[src/rtl/wb_gpio_bank.sv]
// Wishbone GPIO bank: per-pin OUT/OE, synchronised and optionally
// debounced inputs, rise/fall edge capture with sticky maskable status.
// Ports: i_clk, i_rst (async, high); Wishbone slave i_wb_* / o_wb_rdt,
// o_wb_ack; pads i_gpio in, o_gpio / o_gpio_oe out; o_irq level.
`timescale 1ns/1ps
module wb_gpio_bank #(
  parameter int WIDTH       = 8,
  parameter int SYNC_STAGES = 2,
  parameter int DBW         = 16
) (
  input  logic             i_clk,
  input  logic             i_rst,
  input  logic [2:0]       i_wb_adr,
  input  logic [31:0]      i_wb_dat,
  input  logic [3:0]       i_wb_sel,
  input  logic             i_wb_we,
  input  logic             i_wb_cyc,
  input  logic             i_wb_stb,
  output logic [31:0]      o_wb_rdt,
  output logic             o_wb_ack,
  input  logic [WIDTH-1:0] i_gpio,
  output logic [WIDTH-1:0] o_gpio,
  output logic [WIDTH-1:0] o_gpio_oe,
  output logic             o_irq
);

  logic             ack_q;
  logic [31:0]      rdt_q, rdt_d, rd_mux;
  logic [WIDTH-1:0] out_q, out_d;
  logic [WIDTH-1:0] oe_q, oe_d;
  logic [WIDTH-1:0] en_q, en_d;
  logic [WIDTH-1:0] rise_q, rise_d;
  logic [WIDTH-1:0] fall_q, fall_d;
  logic [WIDTH-1:0] stat_q, stat_d;
  logic [DBW-1:0]   db_q, db_d;
  logic [DBW-1:0]   cnt_q, cnt_d;
  logic [WIDTH-1:0] last_q, last_d;
  logic [WIDTH-1:0] deb_q, deb_d;
  logic [WIDTH-1:0] prev_q;
  logic             irq_q, irq_d;
  logic [WIDTH-1:0] sync_q [SYNC_STAGES];

  logic             req, wr, db_wr, tick;
  logic [31:0]      wm;
  logic [WIDTH-1:0] wm_w, wd_w, clr, set, same;
  logic [DBW-1:0]   wm_d;
  logic [WIDTH-1:0] sync;

  // Dead bits of the bus when WIDTH or DBW are narrower than 32.
  logic unused_bits;
  assign unused_bits = ^{i_wb_dat, wm};

  // ack_q blocks a new request so acks can never be back-to-back.
  assign req   = i_wb_cyc & i_wb_stb & ~ack_q;
  assign wr    = req & i_wb_we;
  assign db_wr = wr && (i_wb_adr == 3'd7);

  assign wm   = {{8{i_wb_sel[3]}}, {8{i_wb_sel[2]}},
                 {8{i_wb_sel[1]}}, {8{i_wb_sel[0]}}};
  assign wm_w = wm[WIDTH-1:0];
  assign wd_w = i_wb_dat[WIDTH-1:0];
  assign wm_d = wm[DBW-1:0];

  assign sync = sync_q[SYNC_STAGES-1];

  always_comb begin
    out_d  = out_q;
    oe_d   = oe_q;
    en_d   = en_q;
    rise_d = rise_q;
    fall_d = fall_q;
    db_d   = db_q;
    clr    = '0;
    if (wr) begin
      case (i_wb_adr)
        3'd1: out_d  = (out_q  & ~wm_w) | (wd_w & wm_w);
        3'd2: oe_d   = (oe_q   & ~wm_w) | (wd_w & wm_w);
        3'd3: en_d   = (en_q   & ~wm_w) | (wd_w & wm_w);
        3'd4: rise_d = (rise_q & ~wm_w) | (wd_w & wm_w);
        3'd5: fall_d = (fall_q & ~wm_w) | (wd_w & wm_w);
        3'd6: clr    = wd_w & wm_w;
        3'd7: db_d   = (db_q & ~wm_d) | (i_wb_dat[DBW-1:0] & wm_d);
        default: ;
      endcase
    end
  end

  always_comb begin
    rd_mux = '0;
    case (i_wb_adr)
      3'd0: rd_mux[WIDTH-1:0] = deb_q;
      3'd1: rd_mux[WIDTH-1:0] = out_q;
      3'd2: rd_mux[WIDTH-1:0] = oe_q;
      3'd3: rd_mux[WIDTH-1:0] = en_q;
      3'd4: rd_mux[WIDTH-1:0] = rise_q;
      3'd5: rd_mux[WIDTH-1:0] = fall_q;
      3'd6: rd_mux[WIDTH-1:0] = stat_q;
      3'd7: rd_mux[DBW-1:0]   = db_q;
      default: ;
    endcase
    rdt_d = (req & ~i_wb_we) ? rd_mux : '0;
  end

  // Debounce: a bit is accepted only when two consecutive ticks agree.
  assign tick = (db_q != '0) && (cnt_q == db_q);
  assign same = ~(sync ^ last_q);

  always_comb begin
    cnt_d  = cnt_q;
    last_d = last_q;
    deb_d  = deb_q;
    if (db_q == '0) begin
      deb_d = sync;
      cnt_d = '0;
    end else if (tick) begin
      deb_d  = (deb_q & ~same) | (sync & same);
      last_d = sync;
      cnt_d  = '0;
    end else begin
      cnt_d = cnt_q + DBW'(1);
    end
    if (db_wr) begin
      cnt_d  = '0;
      last_d = sync;
    end
  end

  // Set is OR-ed after the clear so a same-cycle edge wins.
  assign set    = (deb_q & ~prev_q & rise_q) | (~deb_q & prev_q & fall_q);
  assign stat_d = (stat_q & ~clr) | set;
  assign irq_d  = |(stat_q & en_q);

  always_ff @(posedge i_clk or posedge i_rst) begin
    if (i_rst) begin
      ack_q  <= 1'b0;
      rdt_q  <= '0;
      out_q  <= '0;
      oe_q   <= '0;
      en_q   <= '0;
      rise_q <= '0;
      fall_q <= '0;
      stat_q <= '0;
      db_q   <= '0;
      cnt_q  <= '0;
      last_q <= '0;
      deb_q  <= '0;
      prev_q <= '0;
      irq_q  <= 1'b0;
      for (int i = 0; i < SYNC_STAGES; i++) sync_q[i] <= '0;
    end else begin
      ack_q  <= req;
      rdt_q  <= rdt_d;
      out_q  <= out_d;
      oe_q   <= oe_d;
      en_q   <= en_d;
      rise_q <= rise_d;
      fall_q <= fall_d;
      stat_q <= stat_d;
      db_q   <= db_d;
      cnt_q  <= cnt_d;
      last_q <= last_d;
      deb_q  <= deb_d;
      prev_q <= deb_q;
      irq_q  <= irq_d;
      sync_q[0] <= i_gpio;
      for (int i = 1; i < SYNC_STAGES; i++) sync_q[i] <= sync_q[i-1];
    end
  end

  assign o_wb_ack  = ack_q;
  assign o_wb_rdt  = rdt_q;
  assign o_gpio    = out_q;
  assign o_gpio_oe = oe_q;
  assign o_irq     = irq_q;

endmodule
[config.mk]
export PLATFORM = sky130hd
export DESIGN_NAME = wb_gpio_bank
export DESIGN_NICKNAME = d
export VERILOG_FILES = /design/src/rtl/wb_gpio_bank.sv
export SDC_FILE = /design/constraint.sdc
export NUM_CORES = 1
export LEC_CHECK = 0
export ABC_AREA = 1
export BUFFER_PORTS_ARGS = -buffer_cell sky130_fd_sc_hd__buf_4
export CORE_ASPECT_RATIO = 1.1
export CORE_UTILIZATION = 60
export DETAILED_ROUTE_END_ITERATION = 8
export PLACE_DENSITY = 0.92
export SYNTH_ARGS = -nofsm -noshare
export SYNTH_HDL_FRONTEND = slang
export SYNTH_SLANG_ARGS = --single-unit
[constraint.sdc]
create_clock -name i_clk -period 10.8 [get_ports i_clk]
set_clock_uncertainty 0.1 [all_clocks]
set_input_delay 1.08 -clock i_clk [delete_from_list [all_inputs] [get_ports i_clk]]
set_output_delay 1.08 -clock i_clk [all_outputs]
set_load 0.03 [all_outputs]
==> summary.md <==
| Metric | Value |
|---|---|
| Critical path's largest stage delay | `0.41 ns` |
| Min-delay worst type | `reg2reg` |
| Fmax | `434 MHz` |
| Vias per cell | `5.62` |
| Crit path DAT | `1.12 ns` |
| Reg2reg path depth | `8` |
| Layout Area Growth over Synthesis | `18.0%` |
| Synth Register Bits | `138` |
| Wire length of the first global-routing pass | `24800 um` |
| Final net count | `868` |
| First-iteration detailed-routing DRC count | `463` |
| Clock slew at reported path FFs | `0.06 ns` |
| Clock H-tree levels | `4` |
| Post-synth EDFFs | `0` |
| Core area | `9980 um^2` |
| Total Wirelength | `15300 um` |
| Crit-path slowest cell | `dfrtp_1` |
| Least-Margin Pin Slew | `1.02 ns` |
| Chip width | `99.0 um` |
| WL per Instance | `16.2 um` |
| Power per Cell Area | `192 nW/um^2` |
| Final ANT Viol Nets | `0` |
| Max-slew violations | `0` |
| Post-cts resize count | `0` |
| Reg-to-Reg End | `last_q[0]` |
| Initial core utilization | `62.2%` |
| Worst Hold Path EP | `sync[7]` |
| Worst vdd ir | `90.2 uV` |
| Cell taking the most area after synthesis | `dfrtp_1` |
| Num CTS Buffers | `17` |
| Die height | `109 um` |
| Crit start category | `flop` |
| Cell variety after synth | `36` |
| Post-CTS Setup Repair Bufs | `0` |
| Sum of negative setup slack | `0 ns` |
| CTS tree | `done` |
| Worst Hold Path Cells | `0` |
| Later-pin clock latency in the skew report | `0.53 ns` |
| Crit path kind | `reg2out` |
| Max-cap violations | `0` |
| Share of the synthesized area in the top cell type | `55.6%` |
| Total number of yosys warnings | `0` |
| # rows | `38` |
| DRC viols | `0` |
| Die area | `10800 um^2` |
| Post-synthesis cell count | `741` |
| Ys async rst share | `100%` |
| Hold wc startpoint | `sync_q[15]` |
| Largest net degree at the start of global routing | `86` |
| Highest Signal Layer | `met4` |
| Vias | `5332` |
| Worst setup EP type | `primary output` |
| Antenna Cells | `0` |
| DR pass1 iterations | `5` |
| Status | `complete, no violations` |
| Number of buffers and inverters on the critical path | `1` |
| Reg-to-reg slack, setup | `8.83 ns` |
| Met1 WL | `6160 um` |
| Total grt overflow | `0` |
| Share of layout cells above drive strength 1 | `14.6%` |
| P_leak | `3.72 nW` |
| Port Buffers | `67` |
| Slew HR | `31.9%` |
| Vias in the first global route | `5210` |
| Io pins | `102` |
| Fin crit share | `21.3%` |
| Overall power | `1.41 mW` |
| Most frequent cells in the layout | `237 x nand2_1, 138 x dfrtp_1, 77 x inv_1` |
| Post-detail-place hpwl | `10300 um` |
| Clock buffer depth | `2` |
| Top post-synthesis cells by area | `dfrtp_1 56%, nand2_1 14%, o21ai_0 5.9%, inv_1 4.7%, nor2_1 3.7%` |
| Cell Chain, Critical Path | `buf_4` |
| Commonest non-fill, non-tap cell in the layout | `nand2_1` |
| Sequential cell area fraction in the yosys report | `55.6%` |
| Hold-fix buffers, CTS | `0` |
| Total track usage | `30.4%` |
| Final setup viols | `0` |
| CTS root buffer | `clkbuf_8` |
| CP delay by family, top | `flip-flops` |
| CTS sink cnt | `138` |
| RePlAce Congestion | `0.964` |
| Final Hold Viols | `0` |
| Worst Path Required | `9.62 ns` |
| RSZ-0062 raised after global routing | `no` |
| Met3 WL | `1040 um` |
| Critical-path maximum fanout | `3` |
| Ys flop type | `dfrtp_1` |
| Minimum clock period | `2.30 ns` |
| Initial antenna violation count | `0` |
| Routed wl met2 | `7680 um` |
| Syn avg cell area | `8.38 um^2` |
| Mapped cell area | `6210 um^2` |
[stage by stage]
stage	cells	area, um^2	hold WS [ns]	setup WS [ns]	util, %
final	948	7330	0.249	8.50	73.4
after global routing	948	7330	0.253	8.33	73.4
after CTS	948	7330	0.249	8.49	73.4
after detailed placement	916	6750	0.236	7.99	67.6
after global placement	916	6750	0.232	8.05	67.6
after floorplan	756	6270	0.231	5.92	-
[logic make-up after synthesis]
| group | count (synthesis) | synth area share [%] |
|---|---|---|
| flip-flops | 138 | 55.6 |
| AND/OR/NAND/NOR | 358 | 23.7 |
| adder cells (fa/ha/maj) | 1 | 0.201 |
| other | 1 | 0.0604 |
| AO/OA/AOI/OAI | 120 | 10.8 |
| XOR/XNOR | 11 | 1.55 |
| buffers and inverters | 112 | 8.08 |
[layout make-up]
cell class	count	area (um^2)
sequential	138	3450
clock buffer	21	469
tap	120	150
fill	685	2650
inverter	84	318
timing repair buffer	68	510
multi-input combinational	506	2310
clock inverter	11	118
[how the worst max path moves through the flow]
stage / from / end / slack (ns) / depth (start not counted)
after floorplan: i_rst / async pin / 5.92 / 1
after global placement: i_rst / sync_q[12] / 8.05 / 3
after detailed placement: i_wb_adr[1] / flop / 7.99 / 6
after CTS: flop / o_gpio_oe[7] / 8.49 / 1
after global routing: i_rst / async pin / 8.33 / 3
final: flop / o_gpio_oe[5] / 8.50 / 1
[synthesized netlist by cell type (all sizes together) (3+ instances only)]
cell type and count:
o211ai 3, o221ai 6, o21ai 74, nor3 12
nand2 241, a211oi 3, xor2 10, inv 83
buf 27, nand3 32, nor2 66, dfrtp 138
o22ai 3, nand4 6, a21oi 22
[routing by layer]
layer	vias up	global-route usage [%]
li1	2489	-
met1	2565	37.8
met2	238	51.7
met3	40	6.60
met4	0	13.2
met5	-	0
[power breakdown]
| part | switching, mW | total (mW) | leakage (nW) | internal, mW |
|---|---|---|---|---|
| sequential | 0.0499 | 0.619 | 1.77 | 0.569 |
| clock | 0.220 | 0.572 | 0.290 | 0.352 |
| combinational | 0.139 | 0.216 | 1.67 | 0.0776 |
| total | 0.408 | 1.41 | 3.72 | 0.999 |
Note: power is estimated with default switching activity, not from simulation.
